**src/rtl/sram_stream_reader_pkg.sv**
```systemverilog
// Shared types and default sizes for the SRAM stream reader and its return FIFO.
package sram_stream_reader_pkg;

    typedef enum logic [1:0] {
        IDLE  = 2'd0,
        RUN   = 2'd1,
        DRAIN = 2'd2
    } state_e;

    localparam int DEF_ADDR_W     = 20;
    localparam int DEF_DATA_W     = 16;
    localparam int DEF_LEN_W      = 21;
    localparam int DEF_FIFO_DEPTH = 16;

    // Counts must represent 0..depth inclusive, hence one extra bit.
    function automatic int cnt_width(input int depth);
        return $clog2(depth) + 1;
    endfunction

    localparam int DEF_CNT_W = cnt_width(DEF_FIFO_DEPTH);

endpackage

```
**src/rtl/sram_stream_fifo.sv**
```systemverilog
// Synchronous show-ahead FIFO: o_data always presents the head word while not empty.
module sram_stream_fifo
    import sram_stream_reader_pkg::*;
#(
    parameter int DATA_W     = DEF_DATA_W,
    parameter int FIFO_DEPTH = DEF_FIFO_DEPTH,
    parameter int CNT_W      = cnt_width(FIFO_DEPTH)
) (
    input  logic              i_clk,
    input  logic              i_reset_n,
    input  logic              i_push,
    input  logic [DATA_W-1:0] i_data,
    input  logic              i_pop,
    output logic [DATA_W-1:0] o_data,
    output logic              o_full,
    output logic              o_empty,
    output logic [CNT_W-1:0]  o_count
);

    localparam int PTR_W = $clog2(FIFO_DEPTH);
    localparam logic [CNT_W-1:0] DEPTH_V = CNT_W'(FIFO_DEPTH);

    logic [DATA_W-1:0] r_mem [FIFO_DEPTH];
    logic [PTR_W-1:0]  r_wr_ptr;
    logic [PTR_W-1:0]  r_rd_ptr;
    logic [CNT_W-1:0]  r_count;
    logic              w_do_push;
    logic              w_do_pop;

    assign w_do_push = i_push && !o_full;
    assign w_do_pop  = i_pop && !o_empty;

    // Storage is not reset; the pointers alone define what is valid.
    always_ff @(posedge i_clk) begin
        if (w_do_push) begin
            r_mem[r_wr_ptr] <= i_data;
        end
    end

    always_ff @(posedge i_clk) begin
        if (!i_reset_n) begin
            r_wr_ptr <= '0;
            r_rd_ptr <= '0;
            r_count  <= '0;
        end else begin
            if (w_do_push) begin
                r_wr_ptr <= r_wr_ptr + 1'b1;
            end
            if (w_do_pop) begin
                r_rd_ptr <= r_rd_ptr + 1'b1;
            end
            if (w_do_push && !w_do_pop) begin
                r_count <= r_count + 1'b1;
            end else if (!w_do_push && w_do_pop) begin
                r_count <= r_count - 1'b1;
            end
        end
    end

    assign o_data  = r_mem[r_rd_ptr];
    assign o_empty = (r_count == '0);
    assign o_full  = (r_count == DEPTH_V);
    assign o_count = r_count;

endmodule

```
**src/rtl/sram_stream_reader.sv**
```systemverilog
// Avalon-MM read master streaming sequential SRAM words through a credit-limited FIFO.
// Optional continuous looping over the buffer is enabled by SRAM_STREAM_READER_LOOP_EN.
module sram_stream_reader
    import sram_stream_reader_pkg::*;
#(
    parameter int ADDR_W     = DEF_ADDR_W,
    parameter int DATA_W     = DEF_DATA_W,
    parameter int LEN_W      = DEF_LEN_W,
    parameter int FIFO_DEPTH = DEF_FIFO_DEPTH
) (
    input  logic              clk,
    input  logic              reset,
    input  logic              cfg_start,
    input  logic [ADDR_W-1:0] cfg_base,
    input  logic [LEN_W-1:0]  cfg_len,
`ifdef SRAM_STREAM_READER_LOOP_EN
    input  logic              cfg_loop,
`endif
    output logic              busy,
    output logic              done,
    output logic [ADDR_W-1:0] address,
    output logic [1:0]        byteenable,
    output logic              read,
    output logic              write,
    output logic [DATA_W-1:0] writedata,
    input  logic [DATA_W-1:0] readdata,
    input  logic              readdatavalid,
    output logic [DATA_W-1:0] out_data,
    output logic              out_valid,
    input  logic              out_ready,
    output state_e            o_dbg_state
);

    localparam int CNT_W = cnt_width(FIFO_DEPTH);
    localparam logic [CNT_W:0] DEPTH_V = (CNT_W + 1)'(FIFO_DEPTH);

    state_e            r_state;
    state_e            w_state_next;
    logic [ADDR_W-1:0] r_addr;
    logic [ADDR_W-1:0] r_base;
    logic [ADDR_W-1:0] r_address;
    logic [LEN_W-1:0]  r_remaining;
    logic [LEN_W-1:0]  r_len;
    logic [LEN_W-1:0]  r_push_left;
    logic [CNT_W-1:0]  r_outstanding;
    logic [CNT_W-1:0]  w_fifo_count;
    logic              r_read;
    logic              r_done;
    logic              w_loop;
    logic              w_start;
    logic              w_credit;
    logic              w_issue;
    logic              w_last_issue;
    logic              w_push;
    logic              w_pop;
    logic              w_fifo_empty;
    logic              w_fifo_full;

    assign w_start      = cfg_start && (r_state == IDLE);
    // Credit counts words already in the FIFO plus reads whose data is still in flight.
    assign w_credit     = ({1'b0, w_fifo_count} + {1'b0, r_outstanding}) < DEPTH_V;
    assign w_issue      = (r_state == RUN) && (r_remaining != '0) && w_credit;
    assign w_last_issue = w_issue && (r_remaining == LEN_W'(1));
    assign w_push       = readdatavalid && (r_outstanding != '0);
    assign w_pop        = !w_fifo_empty && out_ready;

`ifdef SRAM_STREAM_READER_LOOP_EN
    logic r_loop;

    // A fresh start without loop while busy only cancels looping after this pass.
    always_ff @(posedge clk) begin
        if (!reset) begin
            r_loop <= 1'b0;
        end else if (w_start) begin
            r_loop <= cfg_loop;
        end else if (cfg_start && !cfg_loop) begin
            r_loop <= 1'b0;
        end
    end

    assign w_loop = r_loop;
`else
    assign w_loop = 1'b0;
`endif

    always_comb begin
        w_state_next = r_state;
        case (r_state)
            IDLE: begin
                if (w_start && (cfg_len != '0)) begin
                    w_state_next = RUN;
                end
            end
            RUN: begin
                if (w_last_issue && !w_loop) begin
                    w_state_next = DRAIN;
                end
            end
            DRAIN: begin
                if ((r_outstanding == '0) || ((r_outstanding == CNT_W'(1)) && w_push)) begin
                    w_state_next = IDLE;
                end
            end
            default: w_state_next = IDLE;
        endcase
    end

    always_ff @(posedge clk) begin
        if (!reset) begin
            r_state       <= IDLE;
            r_addr        <= '0;
            r_base        <= '0;
            r_len         <= '0;
            r_remaining   <= '0;
            r_push_left   <= '0;
            r_outstanding <= '0;
            r_address     <= '0;
            r_read        <= 1'b0;
            r_done        <= 1'b0;
        end else begin
            r_state <= w_state_next;
            r_read  <= w_issue;
            r_done  <= (w_start && (cfg_len == '0)) || (w_push && (r_push_left == LEN_W'(1)));

            if (w_start) begin
                r_addr      <= cfg_base;
                r_base      <= cfg_base;
                r_remaining <= cfg_len;
                r_len       <= cfg_len;
                r_push_left <= cfg_len;
            end else begin
                if (w_issue) begin
                    r_address <= r_addr;
                    if (w_last_issue && w_loop) begin
                        r_addr      <= r_base;
                        r_remaining <= r_len;
                    end else begin
                        r_addr      <= r_addr + 1'b1;
                        r_remaining <= r_remaining - 1'b1;
                    end
                end
                // Pass boundaries follow the in-order return stream, not the issue side.
                if (w_push) begin
                    r_push_left <= (r_push_left == LEN_W'(1)) ? r_len : r_push_left - 1'b1;
                end
            end

            if (w_issue && !w_push) begin
                r_outstanding <= r_outstanding + 1'b1;
            end else if (!w_issue && w_push) begin
                r_outstanding <= r_outstanding - 1'b1;
            end
        end
    end

    always_ff @(posedge clk) begin
        if (reset) begin
            assert (!(w_push && w_fifo_full));
        end
    end

    sram_stream_fifo #(
        .DATA_W     (DATA_W),
        .FIFO_DEPTH (FIFO_DEPTH),
        .CNT_W      (CNT_W)
    ) u_fifo (
        .i_clk     (clk),
        .i_reset_n (reset),
        .i_push    (w_push),
        .i_data    (readdata),
        .i_pop     (w_pop),
        .o_data    (out_data),
        .o_full    (w_fifo_full),
        .o_empty   (w_fifo_empty),
        .o_count   (w_fifo_count)
    );

    assign busy        = (r_state != IDLE);
    assign done        = r_done;
    assign address     = r_address;
    assign read        = r_read;
    assign byteenable  = 2'b11;
    assign write       = 1'b0;
    assign writedata   = '0;
    assign out_valid   = !w_fifo_empty;
    assign o_dbg_state = r_state;

endmodule

```
**config.mk**
```make
export PLATFORM = sky130hd
export DESIGN_NAME = sram_stream_reader
export DESIGN_NICKNAME = d
export VERILOG_FILES = /design/src/rtl/sram_stream_reader_pkg.sv /design/src/rtl/sram_stream_fifo.sv /design/src/rtl/sram_stream_reader.sv
export SDC_FILE = /design/constraint.sdc
export NUM_CORES = 1
export LEC_CHECK = 0
export BUFFER_PORTS_ARGS = -buffer_cell sky130_fd_sc_hd__buf_4
export CAP_MARGIN = 0
export CELL_PAD_IN_SITES_DETAIL_PLACEMENT = 1
export CELL_PAD_IN_SITES_GLOBAL_PLACEMENT = 1
export CORE_ASPECT_RATIO = 0.5
export CORE_UTILIZATION = 54
export CTS_CLUSTER_SIZE = 16
export DETAILED_ROUTE_END_ITERATION = 8
export PLACE_DENSITY = 0.82
export SLEW_MARGIN = 0
export SYNTH_ARGS = -nofsm -noshare
export SYNTH_HDL_FRONTEND = slang
export SYNTH_SLANG_ARGS = --single-unit
```
**constraint.sdc**
```tcl
create_clock -name clk -period 6.01 [get_ports clk]
set_input_delay 0.601 -clock clk [delete_from_list [all_inputs] [get_ports clk]]
set_output_delay 0.601 -clock clk [all_outputs]
set_load 0.01 [all_outputs]
```
# Word-level counts from Yosys, hierarchy flattened
# Memory sizes are Yosys's and may differ from the RTL's. A register that Yosys moved wholly into a read port is not among the register bits.
# Cells that the tools add are included.
[totals] ff_bits=125 mem_bits_rw=256 input_bits=62 output_inout_bits=61 wordCells=91 mem_count=1
[memory_table] name="u_fifo.r_mem" words=16 width=16 rd=1 rd_ports_with_merged_regs=1 write_ports=1 line="sram_stream_fifo.sv:23" source="logic [DATA_W-1:0] r_mem [FIFO_DEPTH];"
[op_classes] n_addsub=10 magnitude_cmp=1 eq_ne=9 n_mux=19 n_bitwise=1 n_reduce_logical=38
[op_table] op="two-way mux 21 bit" count=5
[op_table] op="equality test 21 x 1 -> 1 bit (second input constant)" count=2
[op_table] op="nonzero test 21 bit" count=2
[op_table] op="subtractor 21 x 1 -> 21 bit (second input constant)" count=2
[op_table] op="two-way mux 20 bit" count=2
[op_table] op="logical NOT 21 bit" count=1
[op_table] op="adder 20 x 1 -> 20 bit (second input constant)" count=1
[op_table] op="two-way mux 5 bit" count=4
[op_table] op="logical AND 1 bit" count=16
[op_table] op="adder 5 x 1 -> 5 bit (second input constant)" count=2
[op_table] op="logical NOT 5 bit" count=2
[op_table] op="nonzero test 2 bit" count=5
[op_table] op="subtractor 5 x 1 -> 5 bit (second input constant)" count=2
[op_table] op="adder 4 x 1 -> 4 bit (second input constant)" count=2
[op_table] op="two-way mux 4 bit" count=2
[op_table] op="adder 5 x 5 -> 6 bit" count=1
[op_table] op="logical NOT 1 bit" count=6
[op_table] op="less-than comparator 6 x 5 -> 1 bit (second input constant)" count=1
[op_table] op="two-way mux 2 bit" count=3
[op_table] op="case mux 2 bit (3 select lines)" count=1
[op_table] op="equality test 5 x 1 -> 1 bit (second input constant)" count=1
[op_table] op="equality test 5 bit (second input constant)" count=1
[op_table] op="nonzero test 5 bit" count=1
[op_table] op="inequality test 2 bit (second input constant)" count=2
[op_table] op="other kinds (9)" count=11

# Longest topological paths before layout
[logic_depth] ltp_word=7 depth_mapped=14 mapped_depth_nobuf=14

# Cells and area by module
# From an unflattened synthesis, not the netlist that was laid out.
[unflattened] hier_cells=1261 hier_area_um2=16380.7
[by_module_without_submodules] module="sram_stream_fifo" instances=1 cells_per_inst=503 area_each_um2=10515.1 seq_area_each_um2=8027.7
[by_module_without_submodules] module="sram_stream_reader" instances=1 cells_per_inst=758 area_each_um2=5865.6 seq_area_each_um2=2242.2

# Least setup slack after synthesis
# Ideal clock, no wire load.
[synth_timing] path_type="register to register" startpoint="register r_outstanding[0]" endpoint="memory u_fifo.r_mem[3][0] (netlist name) (enable)" setup_ps=409 arrival_time_ps=2815 t_required_ps=5601 slack_ps=2786 path_stages_with_launch=8 path_buffers=0 period_less_slack_ps=3224 cell_sequence="dfxtp_1 > inv_1 > ha_1 > a21boi_0 > inv_1 > a21oi_1 > nand2_1 > nor3_1"
[synth_via] elab_chain_len=5
[synth_lines] element="start, declared" line="sram_stream_reader.sv:45" source="logic [CNT_W-1:0] r_outstanding;"
[synth_lines] element="start signal, assigned" line="sram_stream_reader.sv:149" source="r_outstanding <= r_outstanding + 1'b1;"
[synth_lines] element="start signal, assigned" line="sram_stream_reader.sv:151" source="r_outstanding <= r_outstanding - 1'b1;"
[synth_lines] element="nonzero test 5 bit" line="sram_stream_reader.sv:64" source="assign w_push = readdatavalid && (r_outstanding != '0);"
[synth_lines] element="logical AND 1 bit" line="sram_stream_reader.sv:64"
[synth_lines] element="logical AND 1 bit" line="sram_stream_fifo.sv:30" source="assign w_do_push = i_push && !o_full;"
[synth_lines] element="named net u_fifo.w_do_push" line="sram_stream_fifo.sv:27" source="logic w_do_push;"
[synth_lines] element="two-way mux 1 bit" line="sram_stream_fifo.sv:35" source="if (w_do_push) begin"
[synth_lines] element="two-way mux 1 bit (implied by the code)" line="sram_stream_fifo.sv:36" source="r_mem[r_wr_ptr] <= i_data;"
[synth_lines] element="end, declared" line="sram_stream_fifo.sv:23"
# The timed path passes the listed nets, and every way through them passes these cells.

# Final worst setup path
[layout_timing] startpoint="register r_outstanding[0]" endpoint="register u_fifo.r_count[4], in the netlist u_fifo.o_count[4]"
[layout_via] elab_chain_len=6 word_cells_on_any_way=8 cone_classes="1 x mux; 7 x reduce/logical"
[layout_lines] element="nonzero test 5 bit *" line="sram_stream_reader.sv:64"
[layout_lines] element="logical AND 1 bit *" line="sram_stream_reader.sv:64"
[layout_lines] element="logical AND 1 bit *" line="sram_stream_fifo.sv:30"
[layout_lines] element="named net u_fifo.w_do_push" line="sram_stream_fifo.sv:27"
[layout_lines] element="logical NOT 1 bit" line="sram_stream_fifo.sv:54" source="end else if (!w_do_push && w_do_pop) begin"
[layout_lines] element="logical AND 1 bit" line="sram_stream_fifo.sv:54"
[layout_lines] element="nonzero test 2 bit (no line)"
[layout_lines] element="end signal, assigned" line="sram_stream_fifo.sv:53" source="r_count <= r_count + 1'b1;"
[layout_lines] element="end signal, assigned" line="sram_stream_fifo.sv:55" source="r_count <= r_count - 1'b1;"
[layout_lines] element="end, declared" line="sram_stream_fifo.sv:26" source="logic [CNT_W-1:0] r_count;"
# Mark *: on every way through the listed nets, which the timed path passes. The rest lies on a longest branch.
# A chain may end at the register's enable or synchronous reset.

==> flow_summary.toml <==
[setup_path]
timing.rr.end = "u_fifo.o_count[4]"
path_max_fanout = 21
reg2reg_slack_ns = 1.83
cp-start-kind = "flip-flop"
reg2regPathDepth = 14
arrival_ns = 4.65
crit_type = "reg -> reg"
r2r_start = "r_outstanding[0]"
required_ns = 6.48
critPathCaptureType = "flip-flop"

[power]
powerDensity_mw_per_mm2 = 379.9
leakage_nw = 6.265
ir_drop_mv = 0.1860

[place]
place.gp.congestion = 0.8375
hpwl_mm = 26.03
io_buffers = 103
dpl-instance-area_mm2 = 0.01742
place_ws_ns = 1.891

[timing]
finalCritPeriodShare = 0.6962
skew_ns = 0.01871
max-slew-margin-rel = 0.1775
period_needed_ns = 4.184
fin_ws_ns = 1.826
rsz0062_at_grt = "false"
slew_violations = 0
fmax_ghz = 0.2390
fin_setup_tns_ns = 0
hold_violations = 0
worst_slew_pin_slew_ns = 1.224
final-setup-viol-count = 0

[global_route]
gr-usage-all-layers = 0.2851
grt_start_max_net_pins = 70
first_global_vias = 11390
grt_pass1_wl_mm = 66.37
overflow = 0
antenna_found_initial = 1

[clocking]
cts_buffers = 35
cts_max_path_buffers = 3
root_buffer = "clkbuf_16"
h-tree-depth = 2
cts_resized = 0
path_clk_slew_ns = 0.07
holdBufCountCts = 0
clk_latency_ns = 0.55
clkSinkCount = 385
cts_setup_buffers = 0
cts_tree = "done"

[yosys]
seq_area_frac_synth = 0.6303
synth-async-reset-ratio = 0
ys_ff_latch = 385
synth-edff-count = 256
syn_avg_cell_area_um2 = 13.41
netlist-cell-type-count = 63
ys.flop_type = "edfxtp_1"
synth_top_area_frac = 0.4718
syn_area_mm2 = 0.01629
synth_area_leaders = "edfxtp_1 47%, dfxtp_1 16%, mux4_2 11%"
synth_cells = 1215
yosys.area.top_type = "edfxtp_1"
yosys_warnings = 0

[layout]
final_nets = 1395
drive_above_1_share = 0.2101
area_growth_pct = 13.53
fill_cells = 2860
regArea_mm2 = 0.01027
multiInputGateArea_mm2 = 0.005620
final_core_util = 0.6304
stdcell_area_mm2 = 0.01850

[run_status]
violations = "DRC"
status = "complete, but fails checks"

[floorplan]
dieArea_mm2 = 0.03092
num_rows = 44
initial_utilization = 0.5553
fp.dieH_um = 124.8
die_w_um = 247.7
coreArea_mm2 = 0.02934
io_pins = 123

[min_path]
min_to = "r_push_left[0]"
min-delay-start = "cfg_len[0]"
worstHoldPathCells = 3
worstHoldPathType = "in -> reg"

[route]
drtIter0Drc = 858
dr.pass1.iters = 7
wl_per_cell_um = 24.96
vias_per_cell = 6.221
ant_nets = 0
routed-via-count = 10730
drcViolationCount = 2
totalWireLength_mm = 43.05

[flow_run]
maxCapViolations = 0
[cells in the mapped netlist, drive strengths merged, types with 4 or more instances]
cell,number
edfxtp,256
nand2,138
dfxtp,129
a21oi,99
mux4,80
nor2,57
clkbuf,48
buf,41
o21ai,38
nor3,35
nand3,26
ha,24
nor4,20
a31oi,19
inv,19
xnor2,16
nand4,15
or4,13
xor2,13
or3,12
nand2b,11
and3,10
o211ai,8
mux2i,7
o31ai,7
a2bb2oi,5
o21a,5
a21o,4
a22oi,4
nor2b,4
o31a,4
or2,4
[where the power goes]
| part | leakage, nW | total [mW] | internal [mW] | switching [mW] |
|---|---|---|---|---|
| registers | 3.37 | 3.24 | 3.00 | 0.237 |
| clock network | 0.531 | 2.18 | 1.18 | 0.998 |
| logic | 2.37 | 1.61 | 0.775 | 0.835 |
[per-stage QoR]
step	hold slack (ns)	std cells	power, mW
final	0.3328	1725	7.028
after global routing	0.3228	1725	7.330
after CTS	0.3149	1724	7.075
after detailed placement	0.4459	1662	4.888
after global placement	0.4415	1662	4.797
after floorplan	0.4312	1232	4.353
[cell type report]
type / instances / area share
Antenna cell: 1 / 0.0001353
Clock buffer: 45 / 0.04992
Clock inverter: 17 / 0.008455
Inverter: 19 / 0.003855
Multi-Input combinational cell: 739 / 0.3038
Sequential cell: 385 / 0.5554
Tap cell: 391 / 0.02645
Timing Repair Buffer: 128 / 0.05194
[cell usage in the layout, fill, tap and decap left out, types with 4 or more instances in the layout]
cell type	netlist	routed
or3_1	12	12
nand3_1	26	26
mux2i_1	7	7
xnor2_1	16	16
nor3_1	35	31
buf_4	22	128
nand2_1	138	137
nand4_1	15	15
o21a_1	5	5
clkbuf_16	0	35
a2bb2oi_1	5	5
nor2_1	57	57
a22oi_1	4	4
nand2b_1	11	11
dfxtp_1	129	127
ha_1	24	24
o31ai_1	7	7
o211ai_1	8	8
xor2_1	13	13
mux4_2	80	80
nor3_2	0	4
o21ai_0	38	38
nor4_1	18	17
inv_1	17	17
a21oi_1	97	97
edfxtp_1	256	256
conb_1	2	19
and3_1	10	10
clkbuf_1	48	9
or4_1	12	12
a21o_1	4	4
o31a_1	4	4
clkinv_2	0	9
a31oi_1	19	19
nor2b_1	4	4
[worst max-delay path: stages, from the launching register on]
cell and delay (ns):
dfxtp_1 0.47, inv_1 0.11, ha_1 0.23, a21boi_1 0.15, buf_4 0.29, inv_1 0.38
a21oi_1 0.72, ha_1 0.33, inv_1 0.12, fa_1 0.42, a21o_1 0.19, a21oi_1 0.17
xnor2_1 0.09, or3_1 0.30, a21oi_1 0.14
[worst max-delay path by stage]
stage | startpoint | to | slack [ns]
2_1_floorplan | r_outstanding[0] | u_fifo.r_mem[3][0] | 2.79
3_3_place_gp | r_outstanding[0] | u_fifo.o_count[4] | 2.11
3_5_place_dp | r_outstanding[0] | u_fifo.o_count[4] | 1.89
4_1_cts | r_outstanding[0] | u_fifo.o_count[4] | 1.87
5_1_grt | r_outstanding[0] | u_fifo.o_count[4] | 1.65
6_report | r_outstanding[0] | u_fifo.o_count[4] | 1.83
[logic make-up after synthesis]
group / after synthesis / share of synthesized area
AOI/OAI and AO/OA: 223 / 0.08301
xor gates and xnor gates: 29 / 0.01559
adders and majority gates: 25 / 0.01966
buffers and inverters: 108 / 0.03079
DFF: 385 / 0.6303
muxes: 87 / 0.1149
other: 2 / 0.0004609
and+or+nand+nor: 356 / 0.1054
[state kept, by name, indices dropped and copies added, names as in the netlist, 2 cells and up, named ones only]
signal / count
r_outstanding: 5
u_fifo.r_wr_ptr: 4
r_remaining: 21
r_addr: 20
r_push_left: 21
address: 20
r_len: 21
u_fifo.o_count: 5
u_fifo.r_rd_ptr: 4
u_fifo.r_mem: 256
o_dbg_state: 2
[metal layers]
metal / vias up / track usage / routed length (um)
li1: 4795 / - / -
met2: 370 / 0.4837 / 21530
met3: 71 / 0.05085 / 2562
met4: 0 / 0.07506 / 943
met5: - / 0 / 0
met1: 5495 / 0.3785 / 18010
No activity file was read; power rests on OpenSTA's default activity.
